[config.mk]
export PLATFORM = sky130hd
export DESIGN_NAME = uart_rx_fifo_flat
export DESIGN_NICKNAME = d
export VERILOG_FILES = /design/src/rtl/uart_pkg.sv /design/src/rtl/uart_rx_fifo_if.sv /design/src/rtl/uart_rx_fifo.sv /design/src/flat_wrapper.sv
export SDC_FILE = /design/constraint.sdc
export NUM_CORES = 1
export LEC_CHECK = 0
export BUFFER_PORTS_ARGS = -buffer_cell sky130_fd_sc_hd__buf_4
export CORE_ASPECT_RATIO = 1.5
export CORE_MARGIN = 2
export CORE_UTILIZATION = 57
export CTS_CLUSTER_DIAMETER = 30
export CTS_CLUSTER_SIZE = 8
export DETAILED_ROUTE_END_ITERATION = 10
export HOLD_SLACK_MARGIN = 0.1
export MAX_ROUTING_LAYER = met4
export PLACE_DENSITY = 0.77
export SYNTH_ARGS = -nofsm -noshare
export SYNTH_HDL_FRONTEND = slang
export SYNTH_SLANG_ARGS = --single-unit
[constraint.sdc]
create_clock -name clk -period 7.5 [get_ports clk]
set_clock_uncertainty 0.05 [all_clocks]
set_input_delay 0.75 -clock clk [delete_from_list [all_inputs] [get_ports clk]]
set_output_delay 0.75 -clock clk [all_outputs]
set_load 0.005 [all_outputs]
[src/rtl/uart_pkg.sv]
// Shared UART constants used by the receiver and its receive FIFO.
package uart_pkg;

  localparam int UART_BYTE_W        = 8;
  localparam int UART_BAUD_DIV      = 144;
  localparam int UART_RX_FIFO_DEPTH = 16;

endpackage

[src/rtl/uart_rx_fifo_if.sv]
// Bus between the UART receive FIFO and its neighbours.
// The receiver side drives in_data/in_stb.
// The consumer side drives rd_ready/clr_ovf and sees rd_data/rd_valid/full/overflow.
// Handshake: in_stb is a one-cycle strobe with no back-pressure, and in_data is valid only while it is high.
// On the read side a byte transfers on every posedge where rd_valid and rd_ready are both high.
// rd_valid never depends on rd_ready.
interface uart_rx_fifo_if;
  import uart_pkg::*;

  logic [UART_BYTE_W-1:0] in_data;
  logic                   in_stb;
  logic [UART_BYTE_W-1:0] rd_data;
  logic                   rd_valid;
  logic                   rd_ready;
  logic                   full;
  logic                   overflow;
  logic                   clr_ovf;

  modport master (
    output in_data, in_stb, rd_ready, clr_ovf,
    input  rd_data, rd_valid, full, overflow
  );

  modport slave (
    input  in_data, in_stb, rd_ready, clr_ovf,
    output rd_data, rd_valid, full, overflow
  );

endinterface

[src/rtl/uart_rx_fifo.sv]
// First-word-fall-through byte FIFO behind the UART receiver.
// It captures a byte on each receiver stop strobe, and the consumer drains it with valid/ready.
// A sticky overflow flag records dropped bytes.
// Optional build macro UART_RX_FIFO_LEVEL_EN adds a 'level' output that mirrors the occupancy count.
module uart_rx_fifo
  import uart_pkg::*;
#(
  parameter int DEPTH = UART_RX_FIFO_DEPTH,
  parameter int AW    = 4
) (
  input  logic             clk,
  input  logic             reset,
  uart_rx_fifo_if.slave    bus
`ifdef UART_RX_FIFO_LEVEL_EN
  ,
  output logic [AW:0]      level
`endif
);

  localparam logic [AW:0]   DEPTH_C = (AW+1)'(DEPTH);
  localparam logic [AW:0]   CNT_ONE = (AW+1)'(1);
  localparam logic [AW-1:0] PTR_ONE = AW'(1);

  logic [UART_BYTE_W-1:0] mem [DEPTH];
  logic [AW-1:0]          wr_ptr;
  logic [AW-1:0]          rd_ptr;
  logic [AW:0]            count;
  logic                   ovf_q;

  logic rd_fire;
  logic wr_en;
  logic drop;

  // A pop frees a slot in the same cycle, so a full FIFO can still accept a byte while it is being read.
  always_comb begin
    rd_fire = 1'b0;
    wr_en   = 1'b0;
    drop    = 1'b0;
    rd_fire = (count != '0) && bus.rd_ready;
    wr_en   = bus.in_stb && ((count != DEPTH_C) || rd_fire);
    drop    = bus.in_stb && (count == DEPTH_C) && !rd_fire;
  end

  // Storage write; the array is not cleared by reset, and a strobe in the reset cycle is ignored.
  always_ff @(posedge clk) begin
    if (!reset && wr_en) begin
      mem[wr_ptr] <= bus.in_data;
    end
  end

  // Pointers and occupancy count; simultaneous push and pop leaves the count unchanged.
  always_ff @(posedge clk) begin
    if (reset) begin
      wr_ptr <= '0;
      rd_ptr <= '0;
      count  <= '0;
    end else begin
      if (wr_en)   wr_ptr <= wr_ptr + PTR_ONE;
      if (rd_fire) rd_ptr <= rd_ptr + PTR_ONE;
      case ({wr_en, rd_fire})
        2'b10:   count <= count + CNT_ONE;
        2'b01:   count <= count - CNT_ONE;
        default: count <= count;
      endcase
    end
  end

  // Sticky overflow; a drop in the same cycle as clr_ovf keeps the flag set.
  always_ff @(posedge clk) begin
    if (reset) begin
      ovf_q <= 1'b0;
    end else if (drop) begin
      ovf_q <= 1'b1;
    end else if (bus.clr_ovf) begin
      ovf_q <= 1'b0;
    end
  end

  // Head of queue is presented combinationally from the registered read pointer.
  // It reads as zero when the FIFO is empty.
  always_comb begin
    bus.rd_valid = (count != '0);
    bus.rd_data  = bus.rd_valid ? mem[rd_ptr] : '0;
    bus.full     = (count == DEPTH_C);
    bus.overflow = ovf_q;
  end

`ifdef UART_RX_FIFO_LEVEL_EN
  // Occupancy as seen by software; it is the count register itself.
  always_comb begin
    level = count;
  end
`endif

endmodule

[src/flat_wrapper.sv]
// flat-port wrapper written by rule: the top's interface ports become plain ports
module uart_rx_fifo_flat import uart_pkg::*;
#(
  parameter int DEPTH = UART_RX_FIFO_DEPTH,
  parameter int AW    = 4
)
  (clk, reset, bus_in_data, bus_in_stb, bus_rd_ready, bus_clr_ovf, bus_rd_data, bus_rd_valid, bus_full, bus_overflow);
  uart_rx_fifo_if bus_i ();
  input  logic clk;
  input  logic reset;
  input wire logic [$bits(bus_i.in_data)-1:0] bus_in_data;
  input wire logic [$bits(bus_i.in_stb)-1:0] bus_in_stb;
  input wire logic [$bits(bus_i.rd_ready)-1:0] bus_rd_ready;
  input wire logic [$bits(bus_i.clr_ovf)-1:0] bus_clr_ovf;
  output wire logic [$bits(bus_i.rd_data)-1:0] bus_rd_data;
  output wire logic [$bits(bus_i.rd_valid)-1:0] bus_rd_valid;
  output wire logic [$bits(bus_i.full)-1:0] bus_full;
  output wire logic [$bits(bus_i.overflow)-1:0] bus_overflow;
  assign bus_i.in_data = bus_in_data;
  assign bus_i.in_stb = bus_in_stb;
  assign bus_i.rd_ready = bus_rd_ready;
  assign bus_i.clr_ovf = bus_clr_ovf;
  assign bus_rd_data = bus_i.rd_data;
  assign bus_rd_valid = bus_i.rd_valid;
  assign bus_full = bus_i.full;
  assign bus_overflow = bus_i.overflow;
  uart_rx_fifo #(.DEPTH(DEPTH), .AW(AW)) u_core (.clk(clk), .reset(reset), .bus(bus_i));
endmodule
==> impl_metrics.tcl, run 1 <==
set metrics [dict create \
    outcome "completed" \
    cts.path.max_buffers 2 \
    fmax_mhz 279 \
    intPower_mw 1.70 \
    fin_crit_sh_pct 47.7 \
    fin_total_pwr_mw 2.30 \
    syn_area_per_cell_um2 17.8 \
    drcViolationCount 0 \
    grt_overflow 0 \
    synth_common_cells "128 x edfxtp_1, 32 x mux4_2, 29 x nor2_1" \
    crit_type "flip-flop to output pin" \
    tightest_slew_ps 1220 \
    route.detailed.wl_per_inst_um 24.0 \
    ys_ff_latch 146 \
    yosysMostFrequentCell "edfxtp_1" \
    numClockSinks 146 \
    synth_edf_count 128 \
    final_area_mm2 0.00682 \
    rr_worst_depth 8 \
    ant_nets 0 \
    arrival_ps 2780 \
    row_count 45 \
    hpwl_mm 7.03 \
    holdWs_ps 515 \
    grt_pass1_vias 3157 \
    hold_depth 2 \
    fillCellCount 644 \
    finalWirelength_mm 11.7 \
    fin_ws_ps 3920 \
    die_w_um 87.6 \
    worstPathRequired_ps 6700 \
    fp.dieH_um 129 \
    fp.dieArea_mm2 0.0113 \
    rsz0062_at_grt "false" \
    power_density_mw_per_mm2 337 \
    fin_nets 380 \
    syn_to_final_growth_pct 14.3 \
    min_path_type "flip-flop to flip-flop" \
    grt_max_degree 33 \
    synth_cell_type_count 46 \
    cts_tree "done" \
    port_buffers 23 \
    viasPerCell 6.27 \
    synth_nets 355 \
    hp-start "u_core.wr_ptr[1]" \
    seqPwrFrac_pct 42.2 \
    yosys.area.top_type_share_pct 64.4 \
    cp_slowest_stage_delay_ps 990 \
    synth_area_leaders "edfxtp_1 64%, mux4_2 12%, dfxtp_1 6.0%" \
    combPwrFrac_pct 20.0 \
    netSwitchingFraction_pct 26.0 \
    path_cells "mux4_2 > nor2b_1 > a211oi_1 > a211oi_1 > buf_4" \
    vias 3074 \
    h-tree-depth 4 \
    regToRegStartpoint "u_core.count[1]" \
    timing.max_cap.violations 0 \
    yosysSeqAreaShare_pct 70.4 \
    synth-main-ff-cell "edfxtp_1" \
    grt_antenna_before_repair 0 \
    setup_tns_ps 0 \
    place_area_mm2 0.00620 \
    antenna_cells 0 \
    drtIter0Drc 355 \
    clock_latency_ps 410 \
    dr.pass1.iters 5 \
    yosys.area.top_type "edfxtp_1" \
    ios 24 \
    grt_pass1_wl_mm 18.0 \
    drv_slew 0 \
    switching_power_mw 0.597 \
    finalSetupViolCount 0 \
    initial_core_util_pct 58.9 \
    synthArstFlopShare_pct 0 \
    cts_root_buf "clkbuf_16" \
    netlist_area_mm2 0.00597 \
    numCtsBuffers 17 \
    power_frac_clock_pct 37.9 \
    start_kind "flip-flop" \
    grt_usage_pct 23.7 \
    fin_crit_ps 3580 \
    clk_pin_slew_worst_paths_ps 60 \
    path_max_fanout 32 \
    synthCells 335 \
    p_leak_nw 2.22 \
    gp_congestion 0.816 \
    r2r_slack_ps 4610 \
    pre_cts_slack_ps 4350 \
    cts_resized 0 \
    cts_setup_buffers 0 \
    peakVddDrop_mv 0.324 \
    hold_viol 0 \
    crit_path_end_kind "output pin" \
    cts_hold_buffers 0 \
    max-slew-margin-rel_pct 18.1 \
    yosys_warnings 0 \
    cpMostUsedCell "a211oi_1" \
    crit_slowest_cell "dfxtp_2" \
    fp.coreArea_mm2 0.0101 \
    drive_gt1_share_pct 26.5 \
]
[sequential cells by signal, summed over array words and instances, names as in the netlist, named ones only]
name                 cells
u_core.wr_ptr            4
u_core.mem             128
u_core.count             5
u_core.rd_ptr            4
u_core.bus.overflow      1
[worst paths after layout]
check,to
setup reg to reg,u_core.count[4]
hold reg to reg,u_core.wr_ptr[1]
hold / removal,u_core.wr_ptr[1]
setup / recovery,bus_rd_data[0]
[final cells by class]
class / instances / area [um^2] / share of cell area, %
tap: 117 / 146 / 2.15
multi-input combinational: 164 / 1640 / 24.1
clock buffer: 19 / 433 / 6.35
timing repair buffer: 25 / 188 / 2.75
inverter: 6 / 22.5 / 0.330
clock inverter: 13 / 184 / 2.70
sequential: 146 / 4210 / 61.7
[per-layer routing]
metal / GRT usage [%] / wire length (um)
met2: 39.0 / 6300
met5: - / 0
met3: 5.92 / 495
met4: 9.32 / 327
met1: 27.8 / 4630
[stage by stage]
| stage | util [%] | cells |
|---|---|---|
| detailed placement | 61.2 | 458 |
| finish | 67.3 | 490 |
| global placement | 61.2 | 458 |
| CTS | 67.3 | 490 |
| global route | 67.3 | 490 |
| floorplan | - | 335 |
[worst max-delay path: cells and delay by family, from the launching register on]
family,cells,cell delay [ps]
DFF,1,990
muxes,1,600
AOI/OAI and AO/OA,2,410
buffers and inverters,1,200
and+or+nand+nor,1,150
[power groups by stage]
| stage | sequential [mW] | combinational [mW] | clock (mW) |
|---|---|---|---|
| 6_report | 0.969 | 0.459 | 0.870 |
| 5_1_grt | 0.975 | 0.500 | 0.912 |
| 4_1_cts | 0.970 | 0.465 | 0.879 |
| 3_5_place_dp | 0.985 | 0.461 | 0 |
| 3_3_place_gp | 0.984 | 0.449 | 0 |
| 2_1_floorplan | 0.945 | 0.363 | 0 |
[cell families after synthesis]
logic type / after synthesis / synth area share (%)
AOI/OAI and AO/OA: 39 / 5.37
muxes: 46 / 14.5
DFF: 146 / 70.4
and+or+nand+nor: 67 / 5.45
adders and majority gates: 7 / 1.47
buffers and inverters: 25 / 2.05
xor gates and xnor gates: 5 / 0.734
[layout by cell type, fill, tap and decap left out, drive strengths merged, types with 7 or more instances in the layout]
| cell | netlist | routed |
|---|---|---|
| mux2i | 11 | 11 |
| buf | 14 | 25 |
| nor2 | 30 | 30 |
| inv | 6 | 8 |
| nor2b | 12 | 12 |
| dfxtp | 18 | 18 |
| a211oi | 16 | 16 |
| mux4 | 32 | 32 |
| clkbuf | 5 | 19 |
| edfxtp | 128 | 128 |
| ha | 7 | 7 |
| nand2 | 10 | 10 |
Power figures use the tool's default switching activity.
==> inputs of run 2 (changes only) <==
--- a/config.mk
+++ b/config.mk
@@ -8,13 +8,13 @@
 export BUFFER_PORTS_ARGS = -buffer_cell sky130_fd_sc_hd__buf_4
 export CORE_ASPECT_RATIO = 1.5
 export CORE_MARGIN = 2
-export CORE_UTILIZATION = 57
+export CORE_UTILIZATION = 55
 export CTS_CLUSTER_DIAMETER = 30
 export CTS_CLUSTER_SIZE = 8
 export DETAILED_ROUTE_END_ITERATION = 10
 export HOLD_SLACK_MARGIN = 0.1
 export MAX_ROUTING_LAYER = met4
-export PLACE_DENSITY = 0.77
+export PLACE_DENSITY = 0.78
 export SYNTH_ARGS = -nofsm -noshare
 export SYNTH_HDL_FRONTEND = slang
 export SYNTH_SLANG_ARGS = --single-unit
==> constraint.sdc (replaced) <==
create_clock -name clk -period 3.27 [get_ports clk]
set_clock_uncertainty 0.05 [all_clocks]
set_input_delay 0.327 -clock clk [delete_from_list [all_inputs] [get_ports clk]]
set_output_delay 0.327 -clock clk [all_outputs]
set_load 0.005 [all_outputs]
==> impl_metrics.tcl, run 2 (synthesis gave the netlist of run 1 again) <==
set metrics [dict create \
    peakVddDrop_mv 0.672 \
    pre_cts_slack_ps 477 \
    port_buffers 23 \
    crit_path_end_kind "output pin" \
    initial_core_util_pct 56.4 \
    vias 3056 \
    crit_slowest_cell "dfxtp_2" \
    setup_tns_ps 0 \
    tightest_slew_ps 948 \
    syn_to_final_growth_pct 15.2 \
    path_cells "buf_4 > mux4_2 > nor2b_1 > a211oi_1 > a211oi_1 > buf_4" \
    ant_nets 0 \
    numClockSinks 146 \
    gp_congestion 0.802 \
    cts_tree "done" \
    place_area_mm2 0.00626 \
    grt_antenna_before_repair 0 \
    rsz0062_at_grt "false" \
    hold_viol 0 \
    wirelength_met1_mm 4.19 \
    fillCellCount 738 \
    max-slew-margin-rel_pct 36.6 \
    die_w_um 89.1 \
    path_buf_inv 2 \
    path_max_fanout 12 \
    cts.path.max_buffers 2 \
    start_kind "flip-flop" \
    fp.dieH_um 132 \
    worstPathRequired_ps 2890 \
    hp-start "reset" \
    h-tree-depth 4 \
    fmax_mhz 346 \
    grt_pass1_vias 3222 \
    dr.pass1.iters 4 \
    reg.largest.list "u_core.mem (128), u_core.count (5)" \
    power_density_mw_per_mm2 770 \
    grt_pass1_wl_mm 17.3 \
    final_area_mm2 0.00688 \
    arrival_ps 2510 \
    cts_root_buf "clkbuf_16" \
    largest_reg_flops 128 \
    fin_crit_sh_pct 88.4 \
    final_common_cell "edfxtp_1" \
    drtIter0Drc 219 \
    p_leak_nw 2.24 \
    ios 24 \
    fp.dieArea_mm2 0.0117 \
    viasPerCell 5.88 \
    dr_wl_met2_mm 6.02 \
    cts_setup_buffers 0 \
    route.detailed.wl_per_inst_um 21.3 \
    routed.top_layer "met4" \
    clock_latency_ps 420 \
    clk_pin_slew_worst_paths_ps 60 \
    cts_resized 0 \
    ff_latch_area_mm2 0.00421 \
    fin_crit_ps 2890 \
    crit_family "flip-flops" \
    drcViolationCount 0 \
    numCtsBuffers 17 \
    rr_endpoint "u_core.count[4]" \
    outcome "completed" \
    crit_type "flip-flop to output pin" \
    hold_depth 2 \
    finalSetupViolCount 0 \
    grt_max_degree 33 \
    grt_usage_pct 21.4 \
    fin_ws_ps 379 \
    timing.max_cap.violations 0 \
    rr_worst_depth 8 \
    cts_hold_buffers 0 \
    drive_gt1_share_pct 27.4 \
    regMostFlops "u_core.mem" \
    drv_slew 0 \
    min_to "u_core.wr_ptr[1]" \
    wl_met3_um 549 \
    regToRegStartpoint "u_core.count[1]" \
    grt_overflow 0 \
    min_path_type "input port to flip-flop" \
    r2r_slack_ps 410 \
    cp_slowest_stage_delay_ps 570 \
    multi_input_area_mm2 0.00164 \
    fin_total_pwr_mw 5.29 \
    layout_common_cells "128 x edfxtp_1, 32 x mux4_2, 29 x nor2_1" \
    fin_nets 383 \
    finalWirelength_mm 11.1 \
    antenna_cells 0 \
    hpwl_mm 7.09 \
    row_count 46 \
    holdWs_ps 148 \
    fp.coreArea_mm2 0.0106 \
]
run 2: changes by cell type in the layout (fill, tap and decap cells not counted):
cell      before  now
clkinv_1       1    0
clkinv_4       2    3
clkinv_2       2    3
buf_4         25   28
inv_6          2    1
run 2: metal layers:
layer / track usage (%) / up-vias
li1: - / 1392
met1: 25.5 / 1533
met2: 34.7 / 107
met3: 4.65 / 24
met4: 9.20 / 0
met5: - / -
run 2: worst max-delay path by stage:
stage | end | cells past startpoint
global placement | u_core.count[4] | 8
floorplan | u_core.count[4] | 9
global route | bus_rd_data[2] | 6
CTS | bus_rd_data[2] | 6
detailed placement | u_core.count[4] | 8
finish | bus_rd_data[2] | 6
run 2: layout make-up:
class,instances,share of cell area [%]
Clock buffer,19,6.29
Tap cell,144,2.62
Sequential cell,146,61.1
Multi-Input combinational cell,164,23.9
Clock inverter,13,2.69
Timing Repair Buffer,28,3.06
Inverter,6,0.327
run 2: metrics by stage:
| stage | utilization (%) | cells |
|---|---|---|
| after floorplan | - | 335 |
| after global placement | 59.1 | 488 |
| after detailed placement | 59.1 | 488 |
| after CTS | 64.9 | 520 |
| after global routing | 64.9 | 520 |
| final | 64.9 | 520 |
run 2: where the power goes:
part	leakage (nW)	switching, mW	total (mW)	internal [mW]
logic	0.641	0.565	1.10	0.534
clock network	0.297	0.726	2.00	1.28
registers	1.30	0.0955	2.19	2.10
total	2.24	1.39	5.29	3.91
==> inputs of run 3 (changes only) <==
--- a/config.mk
+++ b/config.mk
@@ -7,14 +7,14 @@
 export LEC_CHECK = 0
 export BUFFER_PORTS_ARGS = -buffer_cell sky130_fd_sc_hd__buf_4
 export CORE_ASPECT_RATIO = 1.5
-export CORE_MARGIN = 2
+export CORE_MARGIN = 3
 export CORE_UTILIZATION = 55
 export CTS_CLUSTER_DIAMETER = 30
 export CTS_CLUSTER_SIZE = 8
 export DETAILED_ROUTE_END_ITERATION = 10
 export HOLD_SLACK_MARGIN = 0.1
 export MAX_ROUTING_LAYER = met4
-export PLACE_DENSITY = 0.78
+export PLACE_DENSITY = 0.85
 export SYNTH_ARGS = -nofsm -noshare
 export SYNTH_HDL_FRONTEND = slang
 export SYNTH_SLANG_ARGS = --single-unit
==> impl_metrics.tcl, run 3 (synthesis gave the netlist of run 1 again) <==
set metrics [dict create \
    fp.coreArea_mm2 0.0106 \
    path_cells "buf_4 > mux4_2 > a211oi_1 > a211oi_1 > buf_4" \
    finalWirelength_mm 11.4 \
    cts_hold_buffers 0 \
    port_buffers 23 \
    row_count 46 \
    final_common_cell "edfxtp_1" \
    vias 3105 \
    p_leak_nw 2.23 \
    peakVddDrop_mv 0.733 \
    rr_worst_depth 8 \
    grt_pass1_vias 3307 \
    power_density_mw_per_mm2 749 \
    r2r_slack_ps 420 \
    fin_crit_ps 2940 \
    largest_reg_flops 128 \
    grt_usage_pct 21.0 \
    reg.largest.list "u_core.mem (128), u_core.count (5)" \
    clk_pin_slew_worst_paths_ps 60 \
    worstPathRequired_ps 2890 \
    drv_slew 0 \
    crit_end "bus_rd_data[6]" \
    setup_tns_ps 0 \
    fin_total_pwr_mw 5.12 \
    rsz0062_at_grt "false" \
    max-slew-margin-rel_pct 37.5 \
    drive_gt1_share_pct 28.0 \
    regMostFlops "u_core.mem" \
    cts_tree "done" \
    final_cells 522 \
    grt_pass1_wl_mm 18.2 \
    grt_antenna_before_repair 0 \
    cts_setup_buffers 0 \
    route.detailed.wl_per_inst_um 21.8 \
    arrival_ps 2570 \
    regToRegStartpoint "u_core.count[1]" \
    grt_overflow 0 \
    cts_resized 0 \
    timing.max_cap.violations 0 \
    path_max_fanout 19 \
    dr.pass1.iters 4 \
    syn_to_final_growth_pct 14.6 \
    start_kind "flip-flop" \
    ios 24 \
    initial_core_util_pct 56.4 \
    outcome "completed" \
    crit_type "flip-flop to output pin" \
    numCtsBuffers 17 \
    fmax_mhz 340 \
    fin_ws_ps 327 \
    rr_endpoint "u_core.count[4]" \
    min_path_type "input port to flip-flop" \
    cts.path.max_buffers 2 \
    hpwl_mm 7.46 \
    grt_max_degree 33 \
    cp_slowest_stage_delay_ps 750 \
    placed_cells 490 \
    fp.dieArea_mm2 0.0122 \
    pre_cts_slack_ps 463 \
    finalSetupViolCount 0 \
    tightest_slew_ps 934 \
    crit_path_end_kind "output pin" \
    postLayoutCoreUtil_pct 64.6 \
    fp.dieH_um 134 \
    h-tree-depth 4 \
    hold_viol 0 \
    ant_nets 0 \
    viasPerCell 5.95 \
    drcViolationCount 0 \
    cts_root_buf "clkbuf_16" \
    fin_crit_sh_pct 90.0 \
    crit_slowest_cell "dfxtp_2" \
    fillCellCount 737 \
    clock_latency_ps 420 \
    layout_common_cells "128 x edfxtp_1, 32 x mux4_2, 30 x buf_4" \
    fin_nets 385 \
    antenna_cells 0 \
    gp_congestion 0.770 \
    numClockSinks 146 \
    drtIter0Drc 289 \
    die_w_um 91.1 \
]
==> run 3: cell types whose count changed in the layout (fill, tap and decap cells not counted) <==
| cell | delta |
|---|---|
| clkinv_1 | +1 |
| buf_4 | +2 |
| bufinv_16 | -4 |
| clkinv_2 | -3 |
| clkbuf_1 | -2 |
| inv_8 | +5 |
| inv_6 | +4 |
| clkinvlp_4 | -1 |
==> run 3: report_power, final <==
group | internal [mW] | switching (mW)
Sequential | 2.10 | 0.108
Combinational | 0.539 | 0.545
Clock | 1.01 | 0.829
==> run 3: area by class of cell <==
type / count / area (um^2) / area share (%)
inverter: 6 / 22.5 / 0.329
clock buffer: 17 / 425 / 6.22
timing repair buffer: 30 / 225 / 3.29
sequential: 146 / 4210 / 61.5
multi-input combinational: 164 / 1640 / 24.0
clock inverter: 15 / 138 / 2.01
tap: 144 / 180 / 2.63
==> run 3: layer usage <==
layer / up-vias / part of all wire (%) / track usage, %
li1: 1401 / - / -
met1: 1577 / 39 / 23.8
met2: 100 / 54 / 34.3
met3: 27 / 4.0 / 5.99
met4: 0 / 3.2 / 10.2
met5: - / 0 / -
==> run 3: stage by stage <==
stage          hold slack, ps  area (um^2)
2_1_floorplan             376         5970
3_3_place_gp              492         6270
3_5_place_dp              490         6270
4_1_cts                   137         6840
5_1_grt                   156         6840
6_report                  143         6840
==> run 3: worst min-delay path by stage <==
stage | endpoint | depth (start not counted) | slack [ps] | start
after global routing | u_core.wr_ptr[1] | 2 | 160 | reset
after floorplan | u_core.mem[0][0] | 0 | 380 | bus_in_data[0]
final | u_core.wr_ptr[1] | 2 | 140 | reset
after global placement | u_core.rd_ptr[0] | 2 | 490 | u_core.rd_ptr[0]
after detailed placement | u_core.wr_ptr[1] | 2 | 490 | u_core.wr_ptr[1]
after CTS | u_core.wr_ptr[1] | 2 | 140 | reset
==> run 3: worst max-delay path, delay by kind of cell, from the launching register on <==
kind            cells  cell delay, ps
flops               1             750
mux                 1             510
buf+inv             2             480
compound gates      2             400
